==> src/rtl/avalon_pkg.sv <==
// Shared types for the Avalon-MM register bridge: response codes, per-command flags
// and the saturating error-counter increment.
package avalon_pkg;

    typedef enum logic [1:0] {
        AVS_OKAY   = 2'b00,
        AVS_SLVERR = 2'b10
    } avs_resp_t;

    // Width-independent part of a pipeline-stage entry; addr/be/wdata ride alongside.
    typedef struct packed {
        logic is_wr;
        logic oor;
        logic rw_both;
    } stage_flags_t;

    function automatic logic [15:0] sat_inc16(input logic [15:0] value);
        return (value == 16'hFFFF) ? value : value + 16'd1;
    endfunction

endpackage

==> src/rtl/avalon_cmd_pipe.sv <==
// Fixed-length shift pipeline of accepted commands. Only the valid bits are reset;
// the payload is don't-care whenever its valid bit is low.
module avalon_cmd_pipe
    import avalon_pkg::*;
#(
    parameter int unsigned DEPTH      = 1,
    parameter int unsigned ADDR_WIDTH = 3,
    parameter int unsigned BE_WIDTH   = 4,
    parameter int unsigned DATA_WIDTH = 32
) (
    input  logic                  clk,
    input  logic                  reset,
    input  logic                  in_valid,
    input  stage_flags_t          in_flags,
    input  logic [ADDR_WIDTH-1:0] in_addr,
    input  logic [BE_WIDTH-1:0]   in_be,
    input  logic [DATA_WIDTH-1:0] in_wdata,
    output logic                  out_valid,
    output stage_flags_t          out_flags,
    output logic [ADDR_WIDTH-1:0] out_addr,
    output logic [BE_WIDTH-1:0]   out_be,
    output logic [DATA_WIDTH-1:0] out_wdata
);

    typedef struct packed {
        stage_flags_t          flags;
        logic [ADDR_WIDTH-1:0] addr;
        logic [BE_WIDTH-1:0]   be;
        logic [DATA_WIDTH-1:0] wdata;
    } payload_t;

    payload_t in_payload;
    payload_t out_payload;

    assign in_payload = '{flags: in_flags, addr: in_addr, be: in_be, wdata: in_wdata};

    if (DEPTH == 0) begin : g_bypass
        assign out_valid   = in_valid;
        assign out_payload = in_payload;
    end else begin : g_stages
        logic [DEPTH-1:0] valid_q;
        payload_t         payload_q [DEPTH];

        always_ff @(posedge clk or posedge reset) begin
            if (reset) begin
                valid_q <= '0;
            end else begin
                valid_q[0] <= in_valid;
                for (int i = 1; i < DEPTH; i++) begin
                    valid_q[i] <= valid_q[i-1];
                end
            end
        end

        always_ff @(posedge clk) begin
            payload_q[0] <= in_payload;
            for (int i = 1; i < DEPTH; i++) begin
                payload_q[i] <= payload_q[i-1];
            end
        end

        assign out_valid   = valid_q[DEPTH-1];
        assign out_payload = payload_q[DEPTH-1];
    end

    assign out_flags = out_payload.flags;
    assign out_addr  = out_payload.addr;
    assign out_be    = out_payload.be;
    assign out_wdata = out_payload.wdata;

endmodule

==> src/rtl/avalon_register_bridge.sv <==
// Avalon-MM slave to peripheral register bank: fixed-latency command pipeline, one-hot
// register strobes, read mux, read/write responses and a saturating error counter.
module avalon_register_bridge
    import avalon_pkg::*;
#(
    parameter int unsigned DATA_WIDTH   = 32,
    parameter int unsigned NUM_REGS     = 8,
    parameter int unsigned READ_LATENCY = 2,
    parameter int unsigned ADDR_WIDTH   = (NUM_REGS > 1) ? $clog2(NUM_REGS) : 1,
    parameter int unsigned BE_WIDTH     = DATA_WIDTH / 8
) (
    input  logic                           clk,
    input  logic                           reset,
    input  logic                           avs_read,
    input  logic                           avs_write,
    input  logic [ADDR_WIDTH-1:0]          avs_address,
    input  logic [BE_WIDTH-1:0]            avs_byteenable,
    input  logic [DATA_WIDTH-1:0]          avs_writedata,
    output logic                           avs_waitrequest,
    output logic [DATA_WIDTH-1:0]          avs_readdata,
    output logic                           avs_readdatavalid,
    output logic                           avs_writeresponsevalid,
    output logic [1:0]                     avs_response,
    input  logic                           reg_busy,
    output logic [NUM_REGS-1:0]            reg_write_en,
    output logic [NUM_REGS-1:0]            reg_read_en,
    output logic [BE_WIDTH-1:0]            reg_byteen,
    output logic [DATA_WIDTH-1:0]          reg_wdata,
    input  logic [NUM_REGS*DATA_WIDTH-1:0] reg_rdata,
    output logic [15:0]                    err_count
);

    localparam int unsigned PipeDepth = READ_LATENCY - 1;

    logic                  acc_valid;
    stage_flags_t          acc_flags;
    logic                  acc_oor;

    logic                  st_valid;
    stage_flags_t          st_flags;
    logic [ADDR_WIDTH-1:0] st_addr;
    logic [BE_WIDTH-1:0]   st_be;
    logic [DATA_WIDTH-1:0] st_wdata;
    logic                  st_strobe;
    logic                  st_bad;
    logic [DATA_WIDTH-1:0] rd_word;

    logic                  rd_valid_q;
    logic                  wr_valid_q;
    avs_resp_t             resp_q;
    logic [DATA_WIDTH-1:0] rdata_q;
    logic [15:0]           err_count_q;

    assign avs_waitrequest = reg_busy;
    // Gating with reset keeps the zero-depth (L=1) strobe quiet while reset is held.
    assign acc_valid = (avs_read | avs_write) & ~reg_busy & ~reset;

    if (NUM_REGS < (2 ** ADDR_WIDTH)) begin : g_range_check
        assign acc_oor = (avs_address >= ADDR_WIDTH'(NUM_REGS));
    end else begin : g_full_range
        assign acc_oor = 1'b0;
    end

    always_comb begin
        acc_flags         = '0;
        acc_flags.is_wr   = avs_write;
        acc_flags.oor     = acc_oor;
        acc_flags.rw_both = avs_read & avs_write;
    end

    avalon_cmd_pipe #(
        .DEPTH      (PipeDepth),
        .ADDR_WIDTH (ADDR_WIDTH),
        .BE_WIDTH   (BE_WIDTH),
        .DATA_WIDTH (DATA_WIDTH)
    ) u_cmd_pipe (
        .clk       (clk),
        .reset     (reset),
        .in_valid  (acc_valid),
        .in_flags  (acc_flags),
        .in_addr   (avs_address),
        .in_be     (avs_byteenable),
        .in_wdata  (avs_writedata),
        .out_valid (st_valid),
        .out_flags (st_flags),
        .out_addr  (st_addr),
        .out_be    (st_be),
        .out_wdata (st_wdata)
    );

    assign st_strobe = st_valid & ~st_flags.oor;
    assign st_bad    = st_flags.oor | st_flags.rw_both;

    always_comb begin
        reg_write_en = '0;
        reg_read_en  = '0;
        if (st_strobe) begin
            if (st_flags.is_wr) begin
                reg_write_en[st_addr] = 1'b1;
            end else begin
                reg_read_en[st_addr] = 1'b1;
            end
        end
    end

    assign reg_byteen = st_strobe ? st_be : '0;
    assign reg_wdata  = st_strobe ? st_wdata : '0;

    // Out-of-range addresses match no entry and therefore read as zero.
    always_comb begin
        rd_word = '0;
        for (int i = 0; i < NUM_REGS; i++) begin
            if (st_addr == ADDR_WIDTH'(i)) begin
                rd_word = reg_rdata[i*DATA_WIDTH +: DATA_WIDTH];
            end
        end
    end

    always_ff @(posedge clk or posedge reset) begin
        if (reset) begin
            rd_valid_q  <= 1'b0;
            wr_valid_q  <= 1'b0;
            resp_q      <= AVS_OKAY;
            rdata_q     <= '0;
            err_count_q <= '0;
        end else begin
            rd_valid_q <= st_valid & ~st_flags.is_wr;
            wr_valid_q <= st_valid & st_flags.is_wr;
            resp_q     <= (st_valid && st_bad) ? AVS_SLVERR : AVS_OKAY;
            if (st_valid && !st_flags.is_wr) begin
                rdata_q <= rd_word;
            end
            if (st_valid && st_bad) begin
                err_count_q <= sat_inc16(err_count_q);
            end
        end
    end

    assign avs_readdatavalid      = rd_valid_q;
    assign avs_writeresponsevalid = wr_valid_q;
    assign avs_response           = resp_q;
    assign avs_readdata           = rdata_q;
    assign err_count              = err_count_q;

endmodule

==> config.mk <==
export PLATFORM = sky130hd
export DESIGN_NAME = avalon_register_bridge
export DESIGN_NICKNAME = d
export VERILOG_FILES = /design/src/rtl/avalon_pkg.sv /design/src/rtl/avalon_cmd_pipe.sv /design/src/rtl/avalon_register_bridge.sv
export SDC_FILE = /design/constraint.sdc
export NUM_CORES = 1
export LEC_CHECK = 0
export BUFFER_PORTS_ARGS = -buffer_cell sky130_fd_sc_hd__buf_4
export CORE_AREA = 2 2 159 161
export DETAILED_ROUTE_END_ITERATION = 12
export DIE_AREA = 0 0 161 163
export PLACE_DENSITY = 0.58
export SLEW_MARGIN = 20
export SYNTH_ARGS = -nofsm -noshare
export SYNTH_HDL_FRONTEND = slang
export SYNTH_SLANG_ARGS = --single-unit
==> constraint.sdc <==
create_clock -name clk -period 1.43 [get_ports clk]
set_input_delay 0.286 -clock clk [delete_from_list [all_inputs] [get_ports clk]]
set_output_delay 0.286 -clock clk [all_outputs]
set_load 0.01 [all_outputs]
==> reports/results.ini, run 1 <==
[logic_synthesis]
yosysSeqAreaShare_pct = 40.27
synth_top_area_share_pct = 24.69
synth_warnings = 0
synth-edff-count = 0
async_reset_ff_share_pct = 55.91
ys_seq_elements = 93
yosysTopAreaCell = dfrtp_1
synthTopCellsByArea = dfrtp_1 (25%), dfxtp_1 (16%), mux4_2 (12%)
synth_ff_type = dfrtp_1
postSynthCellCount = 481
synth.cell_area_mm2 = 0.005270
syn-num-nets = 782
avgSynthCellArea_um2 = 10.96
yosysUniqueCellTypes = 49

[setup_path]
rr_worst_depth = 6
max_stage_delay_ps = 370
crit_required_ps = 1140
endpoint = reg_write_en[1]
cp.buffers_inverters = 5
critPathLaunchType = flip-flop
r2r_slack_ps = -340
reg2reg_to = avs_readdata[5]$_DFFE_PP0P_
path_class = flip-flop to primary output
crit_cells = 6
crit_path_frequent_cell = buf_12
cp-end-kind = primary output
rr_startpoint = u_cmd_pipe.g_stages.payload_q[0][37]$_DFF_P_
arrival_ps = 1540
cpMaxStageDelayCell = dfxtp_4
cp_top_family = buffers and inverters
crit_start = u_cmd_pipe.g_stages.payload_q[0][38]$_DFF_P_
cp_max_fo = 5
cp_cell_sequence = buf_12 -> buf_12 -> buf_12 -> buf_8 -> nor3_4 -> buf_6

[power_and_ir_drop]
power.internal_w = 0.005993
peakVddDrop_mv = 0.4953
combPwrFrac_pct = 35.2
p_clk_share_pct = 28.1
switching_share_pct = 30.25
p_total_w = 0.008593
cellLeakagePower_nw = 5.225
power.share.sequential_pct = 36.7
powerDensity_mw_per_mm2 = 769.8
power_switching_w = 0.002599

[floorplanning]
die_w_um = 161
rows = 58
core_mm2 = 0.02467
fp.dieH_um = 163
die_area_mm2 = 0.02624
start_util_pct = 21.36
io_pins = 405

[drt]
first_pass_iters = 4
wl_per_cell_um = 19.66
ant_nets = 0
routed_wl_mm = 25.99
vias = 5989
drt-vias-per-instance = 4.530
drc_errors = 0
drt_iter0_drc = 304

[final_layout]
final_layout_size_suffix_gt1_share_pct = 73.29
syn2layout_area_growth_pct = 111.8
register_area_mm2 = 0.002135
fillers = 2377
fin_util_pct = 45.24
final_nets = 1288
multi_input_area_mm2 = 0.003543
finalNonFillerCells = 1322
diodes = 0

[grt]
grtUsageTotal_pct = 18.80
grt_overflow = 0
grt_pass1_wl_mm = 36.99
grt_max_degree = 35
antenna_found_initial = 0
grt_pass1_vias = 6146

[timing]
rsz0062_at_grt = true
final_hold_viol_count = 0
slew_viol_final = 0
finalCriticalPeriod_ps = 1827
fmaxAchievable_mhz = 547.3
setup_ws_ps = -397.1
post-route-period-util_pct = 127.8
fin_skew_ps = 14.80
tns_ps = -23020
setup_violations = 100

[place]
numPlacedInstances = 1251
dp_hpwl_mm = 20.10
routabilityCongestion = 0.8481
portBuffers = 403
post-place-ws_ps = -312.2

[clock_tree]
path_clk_slew_ps = 80
cts_max_path_buffers = 2
cts_max_level = 3
cts_tree = yes
cts_hold_buf = 0
cts-root-buf = clkbuf_16
cts_sinks = 93
numCtsBuffers = 9
clock_latency_ps = 360

[flow_run]
drv_cap = 0

[worst_hold_path]
worstHoldStart = avs_address[2]
hp-class = primary input to flip-flop

[run_status]
status = finished, violations left
violations = negative setup slack

[worst reg2reg max path, stage by stage (launching register included)]
cell      delay, ps
dfxtp_4         400
buf_6           150
buf_12          120
mux4_2          540
nor2_1          120
a311oi_1         60
a221o_1         270
[per-layer routing]
layer	GRT usage (%)	part of all wire, %
met5	0	0
met4	4.343	1.3
met2	31.60	51
met1	24.98	43
met3	3.692	4.9
[layout make-up]
class                      count  area share (%)
timing repair buffer         539           42.69
multi-input combinational    340           31.75
sequential                    93           19.12
tap                          330           3.699
clock buffer                   9           2.018
clock inverter                 7          0.5605
inverter                       4          0.1681
[metrics by stage]
| step | hold slack, ps | area [um2] |
|---|---|---|
| after floorplan | 313.7 | 5425 |
| after global placement | 390.6 | 9289 |
| after detailed placement | 391.5 | 9289 |
| after CTS | 11.04 | 10930 |
| after global routing | 8.110 | 11160 |
| final | 24.78 | 11160 |
[what timing repair did]
action,in CTS,in global routing
endpoints found under the setup margin,99,100
resized for setup,234,48
pin swaps,51,33
gates cloned,8,1
setup buffers,46,13
[registers in the layout, summed over array words and instances, names as in the netlist]
| name | count |
|---|---|
| avs_readdata | 32 |
| avs_readdatavalid | 1 |
| avs_response | 1 |
| avs_writeresponsevalid | 1 |
| err_count | 16 |
| u_cmd_pipe.g_stages.payload_q | 41 |
| u_cmd_pipe.out_valid | 1 |
[cell families after synthesis]
family	Yosys count	share of synthesized area, %
other	1	0.07116
adder cells (fa/ha/maj)	1	0.2374
buffers and inverters	48	5.603
XOR/XNOR	12	1.994
AND/OR/NAND/NOR	161	16.86
AO/OA/AOI/OAI	100	14.65
multiplexers	65	20.32
flip-flops	93	40.27
[power by group through the flow]
stage	Sequential, W	Clock, W	Combinational [W]
6_report	0.00315	0.00242	0.00302
5_1_grt	0.00318	0.00259	0.00321
3_5_place_dp	0.00320	0	0.00255
3_3_place_gp	0.00320	0	0.00252
2_1_floorplan	0.00325	0	0.000875
4_1_cts	0.00314	0.00250	0.00295
[cell usage in the layout (no fill, tap or decap), drive strengths merged, types with 2 or more instances in the layout]
cell type  count
a311oi        14
nor2          34
nor3          10
nand2         23
mux4          32
dfrtp         52
nand2b        15
xnor2          3
a21oi          3
and2          39
a2bb2oi       18
clkinvlp       2
mux2i         32
nor4b          3
a22oi         12
nand4          6
buf          537
a221o         20
clkbuf        10
a211oi         7
nor4           4
xor2           9
o21ai         24
dfxtp         41
or2           15
nand3b         2
inv            9
nand3          6
[how the worst min path moves through the flow]
stage,end,slack (ps),cells past startpoint
after floorplan,u_cmd_pipe.g_stages.payload_q[0][0]$_DFF_P_,310,0
after global placement,u_cmd_pipe.g_stages.payload_q[0][5]$_DFF_P_,390,1
after detailed placement,u_cmd_pipe.g_stages.payload_q[0][11]$_DFF_P_,390,1
after CTS,u_cmd_pipe.g_stages.payload_q[0][38]$_DFF_P_,10,1
after global routing,u_cmd_pipe.g_stages.payload_q[0][10]$_DFF_P_,8,1
final,u_cmd_pipe.g_stages.payload_q[0][38]$_DFF_P_,20,1
[synth_stat cells (15+ instances only)]
cell and n:
nand2b_1 15, a2bb2oi_1 18, nand2_1 23, nor2_1 34
mux4_2 27, buf_2 18, dfxtp_1 41, dfrtp_1 52
o21ai_0 21, a221o_1 20, mux2i_1 32, and2_1 38
(Power assumes the default switching activity.)
==> inputs of run 2 (changes only) <==
CORE_AREA = 2 2 160 162   (was 2 2 159 161)
DIE_AREA = 0 0 162 164   (was 0 0 161 163)
PLACE_DENSITY = 0.56   (was 0.58)
clock period = 2.15 ns   (was 1.43 ns; I/O delays follow)
==> reports/results.ini, run 2 (same netlist as run 1, synthesis figures left out) <==
[floorplanning]
die_area_mm2 = 0.02657  ; +1.2%
io_pins = 405  ; unchanged
rows = 58  ; unchanged
fp.dieH_um = 164  ; +0.61%
die_w_um = 162  ; +0.62%
core_mm2 = 0.02482  ; +0.59%
start_util_pct = 21.23  ; -0.12 points

[setup_path]
critPathLaunchType = flip-flop
crit_required_ps = 1720  ; +580 ps
max_stage_delay_ps = 450  ; +80 ps
cp.buffers_inverters = 2  ; -3
path_class = flip-flop to primary output
cpMaxStageDelayCell = dfrtp_1
rr_startpoint = u_cmd_pipe.g_stages.payload_q[0][37]$_DFF_P_
crit_start = u_cmd_pipe.out_valid$_DFF_PP0_
arrival_ps = 1660  ; +120 ps
cp_top_family = simple AND/OR/NAND/NOR gates
cp-end-kind = primary output
cp_cell_sequence = nand2_1 -> inv_1 -> nand2_1 -> nor2_1 -> buf_4
cp_max_fo = 7  ; +2
crit_path_frequent_cell = nand2_1

[power_and_ir_drop]
peakVddDrop_mv = 0.2961  ; -40%
cellLeakagePower_nw = 4.323  ; -17%
p_total_w = 0.005335  ; -38%
powerDensity_mw_per_mm2 = 593.3  ; -23%

[drt]
drt_iter0_drc = 257  ; -15%
first_pass_iters = 4  ; unchanged
drc_errors = 0  ; unchanged
vias = 5441  ; -9.2%
drt-vias-per-instance = 4.489  ; -0.90%
routed_wl_mm = 23.23  ; -11%
wl_per_cell_um = 19.17  ; -2.5%
ant_nets = 0  ; unchanged

[timing]
setup_violations = 0  ; -100%
slew_viol_final = 0  ; unchanged
finalCriticalPeriod_ps = 2092
post-route-period-util_pct = 97.32
fin_skew_ps = 16.11  ; +1.319 ps
fmaxAchievable_mhz = 477.9
final_hold_viol_count = 0  ; unchanged
rsz0062_at_grt = true

[flow_run]
drv_cap = 0  ; unchanged

[clock_tree]
clock_latency_ps = 360  ; about the same
cts_max_path_buffers = 2  ; unchanged
cts_sinks = 93  ; unchanged
cts-root-buf = clkbuf_16
cts_max_level = 3  ; unchanged
cts_tree = yes
cts_hold_buf = 0  ; unchanged
path_clk_slew_ps = 70  ; about the same
numCtsBuffers = 9  ; unchanged

[grt]
grt_pass1_wl_mm = 33.66  ; -9.0%
grt_overflow = 0  ; unchanged
grt_max_degree = 53  ; +51%
grtUsageTotal_pct = 17.02  ; -1.8 points
grt_pass1_vias = 5582  ; -9.2%
antenna_found_initial = 0  ; unchanged

[place]
dp_hpwl_mm = 19.28  ; -4.1%
portBuffers = 403  ; unchanged
numPlacedInstances = 1195  ; -4.5%
routabilityCongestion = 0.8723  ; +2.9%

[final_layout]
mostFrequentLayoutCells = buf_4 (424), dfrtp_1 (52), and2_1 (38), dfxtp_1 (38), nor2_1 (33)
finalNonFillerCells = 1212  ; -8.3%
final_layout_size_suffix_gt1_share_pct = 55.10  ; -18 points
largest_register_ffs = 41  ; unchanged
syn2layout_area_growth_pct = 70.63
diodes = 0  ; unchanged
fillers = 2570  ; +8.1%
final_common_cell = buf_4
final_nets = 1178  ; -8.5%
top_register = u_cmd_pipe.g_stages.payload_q

[run_status]
status = finished clean

[worst_hold_path]
hp-class = primary input to async pin

[run 2: timing repair]
action / 4_1_cts / 5_1_grt
resized for setup: 2 / 4
pin swaps: 0 / 1
setup buffers: 1 / 0
endpoints found under the setup margin: 9 / 9
[run 2: power breakdown]
| group | leakage (nW) | internal, W | switching, W |
|---|---|---|---|
| Clock | 0.154 | 0.000850 | 0.000857 |
| Sequential | 1.02 | 0.00194 | 0.000161 |
| Combinational | 3.15 | 0.000921 | 0.000604 |
[run 2: final cells by class]
type	count	area (um2)	share of cell area, %
Clock buffer	9	225.2	2.505
Clock inverter	7	86.33	0.9601
Inverter	4	15.01	0.1670
Multi-Input combinational cell	340	2865	31.86
Sequential cell	93	2131	23.70
Tap cell	330	412.9	4.592
Timing Repair Buffer	429	3257	36.22
[run 2: final timing paths]
kind / end / slack (ps) / cells after the start
setup / recovery: reg_write_en[5] / 60 / 5
hold / removal: u_cmd_pipe.out_valid$_DFF_PP0_ / 130 / 3
setup reg to reg: avs_readdata[19]$_DFFE_PP0P_ / 320 / 5
hold reg to reg: err_count[9]$_DFFE_PP0P_ / 500 / 1
max in group asynchronous: avs_readdata[8]$_DFFE_PP0P_ / 1740 / 3
min in group clk: u_cmd_pipe.g_stages.payload_q[0][36]$_DFF_P_ / 160 / 1
[run 2: per-stage QoR]
stage               TNS (ps)  area [um2]  hold slack, ps  setup slack (ps)  util, %
detailed placement         0        8652           495.2             204.8    34.86
global placement           0        8652           488.0             211.8    34.86
floorplan                  0        5270           457.7             344.5        -
finish                     0        8992           131.0             57.55    36.23
CTS                        0        8980           137.3             2.361    36.18
global route          -343.4        8992           143.7            -98.11    36.23
[run 2: routing by layer]
layer	routed length [um]	part of all wire, %	global-route usage [%]
met1	9749	42	22.21
met2	11220	48	27.83
met3	1713	7.4	4.141
met4	547	2.4	5.390
met5	0	0	0
[run 2: tightest hold or removal path, delay by kind of cell]
| family | cells | cell delay [ps] |
|---|---|---|
| buffers and inverters | 3 | 440 |
